<file path="config.mk">
export PLATFORM = sky130hd
export DESIGN_NAME = atsc_dc_blocker
export DESIGN_NICKNAME = d
export VERILOG_FILES = /design/src/rtl/atsc_dc_blocker.sv
export SDC_FILE = /design/constraint.sdc
export NUM_CORES = 2
export LEC_CHECK = 0
export CORE_ASPECT_RATIO = 0.75
export CORE_MARGIN = 2
export CORE_UTILIZATION = 62
export DETAILED_ROUTE_END_ITERATION = 8
export GPL_TIMING_DRIVEN = 0
export PLACE_DENSITY = 0.79
export SYNTH_ARGS = -nofsm -noshare
export SYNTH_HDL_FRONTEND = slang
export SYNTH_SLANG_ARGS = --single-unit
</file>
<file path="constraint.sdc">
create_clock -name ce_clk -period 11.4 [get_ports ce_clk]
set_input_delay 1.71 -clock ce_clk [delete_from_list [all_inputs] [get_ports ce_clk]]
set_output_delay 1.71 -clock ce_clk [all_outputs]
set_load 0.01 [all_outputs]
</file>
<file path="src/rtl/atsc_dc_blocker.sv">
// atsc_dc_blocker: subtracts a 2^LOG2_LEN-sample running mean from each
// sample, saturating the result to 32 bits signed.
//
// Ports:
//   ce_clk, ce_rst          clock, synchronous active-high reset
//   bypass                  1: forward input unchanged (mean still updates)
//   in_tdata/tvalid/tlast   AXI-Stream input, in_tready back-pressure
//   out_tdata/tvalid/tlast  AXI-Stream output (one register stage),
//                           out_tready from downstream
module atsc_dc_blocker #(
  parameter int LOG2_LEN = 6
) (
  input  logic        ce_clk,
  input  logic        ce_rst,
  input  logic        bypass,
  input  logic [31:0] in_tdata,
  input  logic        in_tvalid,
  output logic        in_tready,
  input  logic        in_tlast,
  output logic [31:0] out_tdata,
  output logic        out_tvalid,
  input  logic        out_tready,
  output logic        out_tlast
);

  localparam int N  = 1 << LOG2_LEN;
  localparam int SW = 32 + LOG2_LEN;
  localparam logic [LOG2_LEN:0] FULL =
    {1'b1, {LOG2_LEN{1'b0}}};

  logic [31:0]          r_mem [N];
  logic signed [SW-1:0] r_sum;
  logic [LOG2_LEN-1:0]  r_wr_ptr;
  logic [LOG2_LEN:0]    r_fill_cnt;
  logic [31:0]          r_out_data;
  logic                 r_out_valid;
  logic                 r_out_last;

  logic                 w_accept;
  logic [31:0]          w_old;
  logic signed [SW-1:0] w_x_ext;
  logic signed [SW-1:0] w_old_ext;
  logic signed [SW-1:0] w_sum_nxt;
  logic signed [SW-1:0] w_mean;
  logic signed [SW-1:0] w_diff;
  logic [SW-32:0]       w_hi;
  logic                 w_fits;
  logic [31:0]          w_sat;

  assign in_tready = ~r_out_valid | out_tready;
  assign w_accept  = in_tvalid & in_tready;

  // Until the line has wrapped once, the slot being overwritten
  // holds stale data from before reset; treat it as zero.
  assign w_old = (r_fill_cnt == FULL) ? r_mem[r_wr_ptr] : 32'd0;

  assign w_x_ext   = {{LOG2_LEN{in_tdata[31]}}, in_tdata};
  assign w_old_ext = {{LOG2_LEN{w_old[31]}}, w_old};
  assign w_sum_nxt = r_sum + w_x_ext - w_old_ext;
  assign w_mean    = w_sum_nxt >>> LOG2_LEN;
  assign w_diff    = w_x_ext - w_mean;

  // Result fits in 32 bits when bits [SW-1:31] are all equal.
  assign w_hi   = w_diff[SW-1:31];
  assign w_fits = (&w_hi) | ~(|w_hi);
  assign w_sat  = w_fits ? w_diff[31:0] :
                  (w_diff[SW-1] ? 32'h8000_0000 : 32'h7FFF_FFFF);

  // Delay line: no reset, read-before-write through the async read.
  always_ff @(posedge ce_clk) begin
    if (w_accept) begin
      r_mem[r_wr_ptr] <= in_tdata;
    end
  end

  always_ff @(posedge ce_clk) begin
    if (ce_rst) begin
      r_sum       <= '0;
      r_wr_ptr    <= '0;
      r_fill_cnt  <= '0;
      r_out_data  <= '0;
      r_out_valid <= 1'b0;
      r_out_last  <= 1'b0;
    end else if (w_accept) begin
      r_sum       <= w_sum_nxt;
      r_wr_ptr    <= r_wr_ptr + LOG2_LEN'(1);
      if (r_fill_cnt != FULL) begin
        r_fill_cnt <= r_fill_cnt + (LOG2_LEN+1)'(1);
      end
      r_out_data  <= bypass ? in_tdata : w_sat;
      r_out_valid <= 1'b1;
      r_out_last  <= in_tlast;
    end else if (out_tready) begin
      r_out_valid <= 1'b0;
    end
  end

  assign out_tdata  = r_out_data;
  assign out_tvalid = r_out_valid;
  assign out_tlast  = r_out_last;

endmodule

</file>
==> impl_metrics.env <==
export IMPL_outcome="complete, but fails checks"
export IMPL_violations="max-capacitance violations, max-slew violations"
export IMPL_layout_common_cells="2048 x edfxtp_1, 651 x mux4_2, 190 x clkbuf_16, 164 x clkbuf_1, 162 x inv_1"
export IMPL_hold_path_class="reg -> reg"
export IMPL_grt_pass1_vias=49000
export IMPL_cts_tree="done"
export IMPL_postPlaceCellArea_mm2=0.0930
export IMPL_die_w_um=438
export IMPL_final_period_utilization_pct=99.7
export IMPL_synth_top_cell_by_area="edfxtp_1"
export IMPL_place_congestion=0.944
export IMPL_critPathKind="reg -> reg"
export IMPL_cts_htree_levels=4
export IMPL_cts_hold_buf=0
export IMPL_hpwl_mm=170
export IMPL_post_route_min_period_ns=11.36
export IMPL_slowest_stage="clkbuf_1"
export IMPL_slew_violations=11
export IMPL_area_delta_synth_final_pct=13.3
export IMPL_ys_seq_area_share_pct=72.3
export IMPL_fin_nets=4821
export IMPL_ctsResizeCount=60
export IMPL_routedWlPerCell_um=40.8
export IMPL_routed_via_density=7.47
export IMPL_vdd_ir_drop_max_v=0.000265
export IMPL_leakagePower_nw=30.8
export IMPL_antenna_found_initial=28
export IMPL_worst_skew_pair_late_latency_ns=0.87
export IMPL_drive_gt1_share_pct=25.6
export IMPL_worstPathArrival_ns=12.14
export IMPL_fp_dieH_um=330
export IMPL_max_cap_violations=3
export IMPL_crit_required_ns=12.18
export IMPL_synth_cell_types=102
export IMPL_yosys_warnings=0
export IMPL_drc=0
export IMPL_portBuffers=70
export IMPL_worst_setup_path_end_kind="flop"
export IMPL_ys_flop_type="edfxtp_1"
export IMPL_ys_ff_latch=2139
export IMPL_cts_buffers=188
export IMPL_slew_headroom_pct=-3.34
export IMPL_grt_overflow_total=0
export IMPL_grt_total_usage_pct=38.4
export IMPL_io_pins=73
export IMPL_stdcell_count=6728
export IMPL_path_delay_family="compound AO/OA/AOI/OAI gates"
export IMPL_cp_start_kind="flop"
export IMPL_start_util_pct=62.5
export IMPL_register_area_mm2=0.0633
export IMPL_skew_ns=0.0471
export IMPL_power_density_mw_per_mm2=209
export IMPL_hold_viol=0
export IMPL_grt_pass1_wl_mm=378
export IMPL_syn_avg_cell_area_um2=20.2
export IMPL_synth_area_mm2=0.0876
export IMPL_first_pass_iters=9
export IMPL_setup_viol=0
export IMPL_timing_hold_ws_ns=0.460
export IMPL_synth_nets=4464
export IMPL_clk_pin_slew_ns=0.06
export IMPL_cts_sinks=2139
export IMPL_synth_top_cell_area_share_pct=70.2
export IMPL_async_reset_ff_share_pct=0
export IMPL_synth_area_leaders="edfxtp_1 70%, mux4_2 17%, dfxtp_1 2.1%"
export IMPL_drt_iter0_markers=9536
export IMPL_fillers=7915
export IMPL_grt_max_degree=72
export IMPL_slowest_delay_ns=0.74
export IMPL_dp_cells=6372
export IMPL_core_mm2=0.140
export IMPL_multi_input_area_mm2=0.0232
export IMPL_dr_total_vias=50300
export IMPL_ant_nets=0
export IMPL_synth_edf_count=2048
export IMPL_post_cts_buffers=0
export IMPL_drt_total_wl_mm=275
export IMPL_rows=119
export IMPL_rsz0062_at_grt="false"
export IMPL_fmax_mhz=88.0
export IMPL_cp_num_buf_inv=6
export IMPL_synth_cells=4329
export IMPL_cts_root_to_sink_buffers=3
export IMPL_final_util_pct=70.7
export IMPL_tightest_slew_ns=1.55
export IMPL_layout_commonest_cell="edfxtp_1"
export IMPL_fin_area_mm2=0.0992
export IMPL_cts_root_buf="clkbuf_16"
export IMPL_cp_max_fo=10
export IMPL_die_area_mm2=0.144
## cells in the mapped netlist, types with 7 or more instances
| library cell | n |
|---|---|
| nor2b_1 | 37 |
| o211ai_1 | 22 |
| and3_1 | 11 |
| a21oi_1 | 127 |
| nand2b_1 | 14 |
| edfxtp_1 | 2048 |
| ha_1 | 59 |
| o2111ai_1 | 11 |
| or2_2 | 9 |
| a211oi_1 | 77 |
| o21a_1 | 7 |
| mux4_2 | 651 |
| o221ai_1 | 14 |
| a21o_1 | 24 |
| buf_2 | 13 |
| fa_1 | 38 |
| or3_1 | 8 |
| dfxtp_1 | 91 |
| a31oi_1 | 9 |
| xor2_1 | 30 |
| nand2_1 | 107 |
| clkbuf_1 | 158 |
| inv_1 | 163 |
| nor2_1 | 195 |
| nor4_1 | 10 |
| xnor2_1 | 29 |
| mux2i_1 | 28 |
| o21ai_0 | 40 |
| nand4_1 | 16 |
| and2_1 | 11 |
| buf_1 | 60 |
| nor3_1 | 11 |
| o31ai_1 | 14 |
| nand3_1 | 40 |
| o21ai_1 | 14 |
## report_power, final
part	switching (mW)	internal, mW
combinational	3.53	2.04
sequential	0.0703	8.72
clock	2.96	3.45
## routing by layer
metal | wire length, µm | GRT usage, %
met2 | 124000 | 56.5
met5 | 232 | 0.516
met3 | 44400 | 13.2
met1 | 92300 | 52.6
met4 | 14100 | 17.6
## sequential cells by signal (all words and copies together), names as in the netlist, named ones only
register / cells
out_tlast: 1
r_sum: 38
out_tvalid: 1
out_tdata: 32
r_fill_cnt: 7
r_wr_ptr: 6
r_mem: 2048
## metrics by stage
step	setup WS, ns	total power [mW]	setup TNS [ns]
2_1_floorplan	2.44	12.6	0
3_3_place_gp	-1.50	14.1	-39.12
3_5_place_dp	-1.62	14.2	-43.77
4_1_cts	0.0142	20.5	0
5_1_grt	0.0137	21.3	0
6_report	0.0350	20.8	0
## worst register-to-register path, delay by kind of cell, from the launching register on
kind            cells  cell delay [ns]
compound gates     11             3.43
buf+inv             6             2.69
simple gates        6             1.58
mux                 3             1.49
fa+ha+maj           3             1.30
flops               1             0.62
xor+xnor            1             0.19
## worst paths after layout
| path | slack (ns) | endpoint | startpoint | cells past startpoint |
|---|---|---|---|---|
| setup / recovery | 0.04 | out_tdata[25]$_SDFFE_PP0P_ | flop | 30 |
| hold / removal | 0.46 | r_sum[3]$_SDFFE_PP0P_ | r_sum[3]$_SDFFE_PP0P_ | 2 |
| setup reg to reg | 0.04 | out_tdata[25]$_SDFFE_PP0P_ | flop | 30 |
| hold reg to reg | 0.46 | r_sum[3]$_SDFFE_PP0P_ | r_sum[3]$_SDFFE_PP0P_ | 2 |
## kinds of logic after synthesis
family,count (synthesis),synth area share [%]
and+or+nand+nor,490,2.62
DFF,2139,72.3
adders and majority gates,104,1.79
AOI/OAI and AO/OA,450,3.71
muxes,681,17.1
buffers and inverters,400,1.77
xor gates and xnor gates,65,0.730
## layout make-up
| type | count | share of cell area (%) |
|---|---|---|
| clock buffer | 240 | 5.03 |
| buffer | 234 | 1.07 |
| timing repair buffer | 170 | 2.67 |
| tap | 1875 | 2.36 |
| inverter | 163 | 0.617 |
| antenna | 8 | 0.0202 |
| sequential | 2139 | 63.8 |
| multi-input combinational | 1790 | 23.4 |
| clock inverter | 109 | 1.02 |
Power figures use the tool's default switching activity.
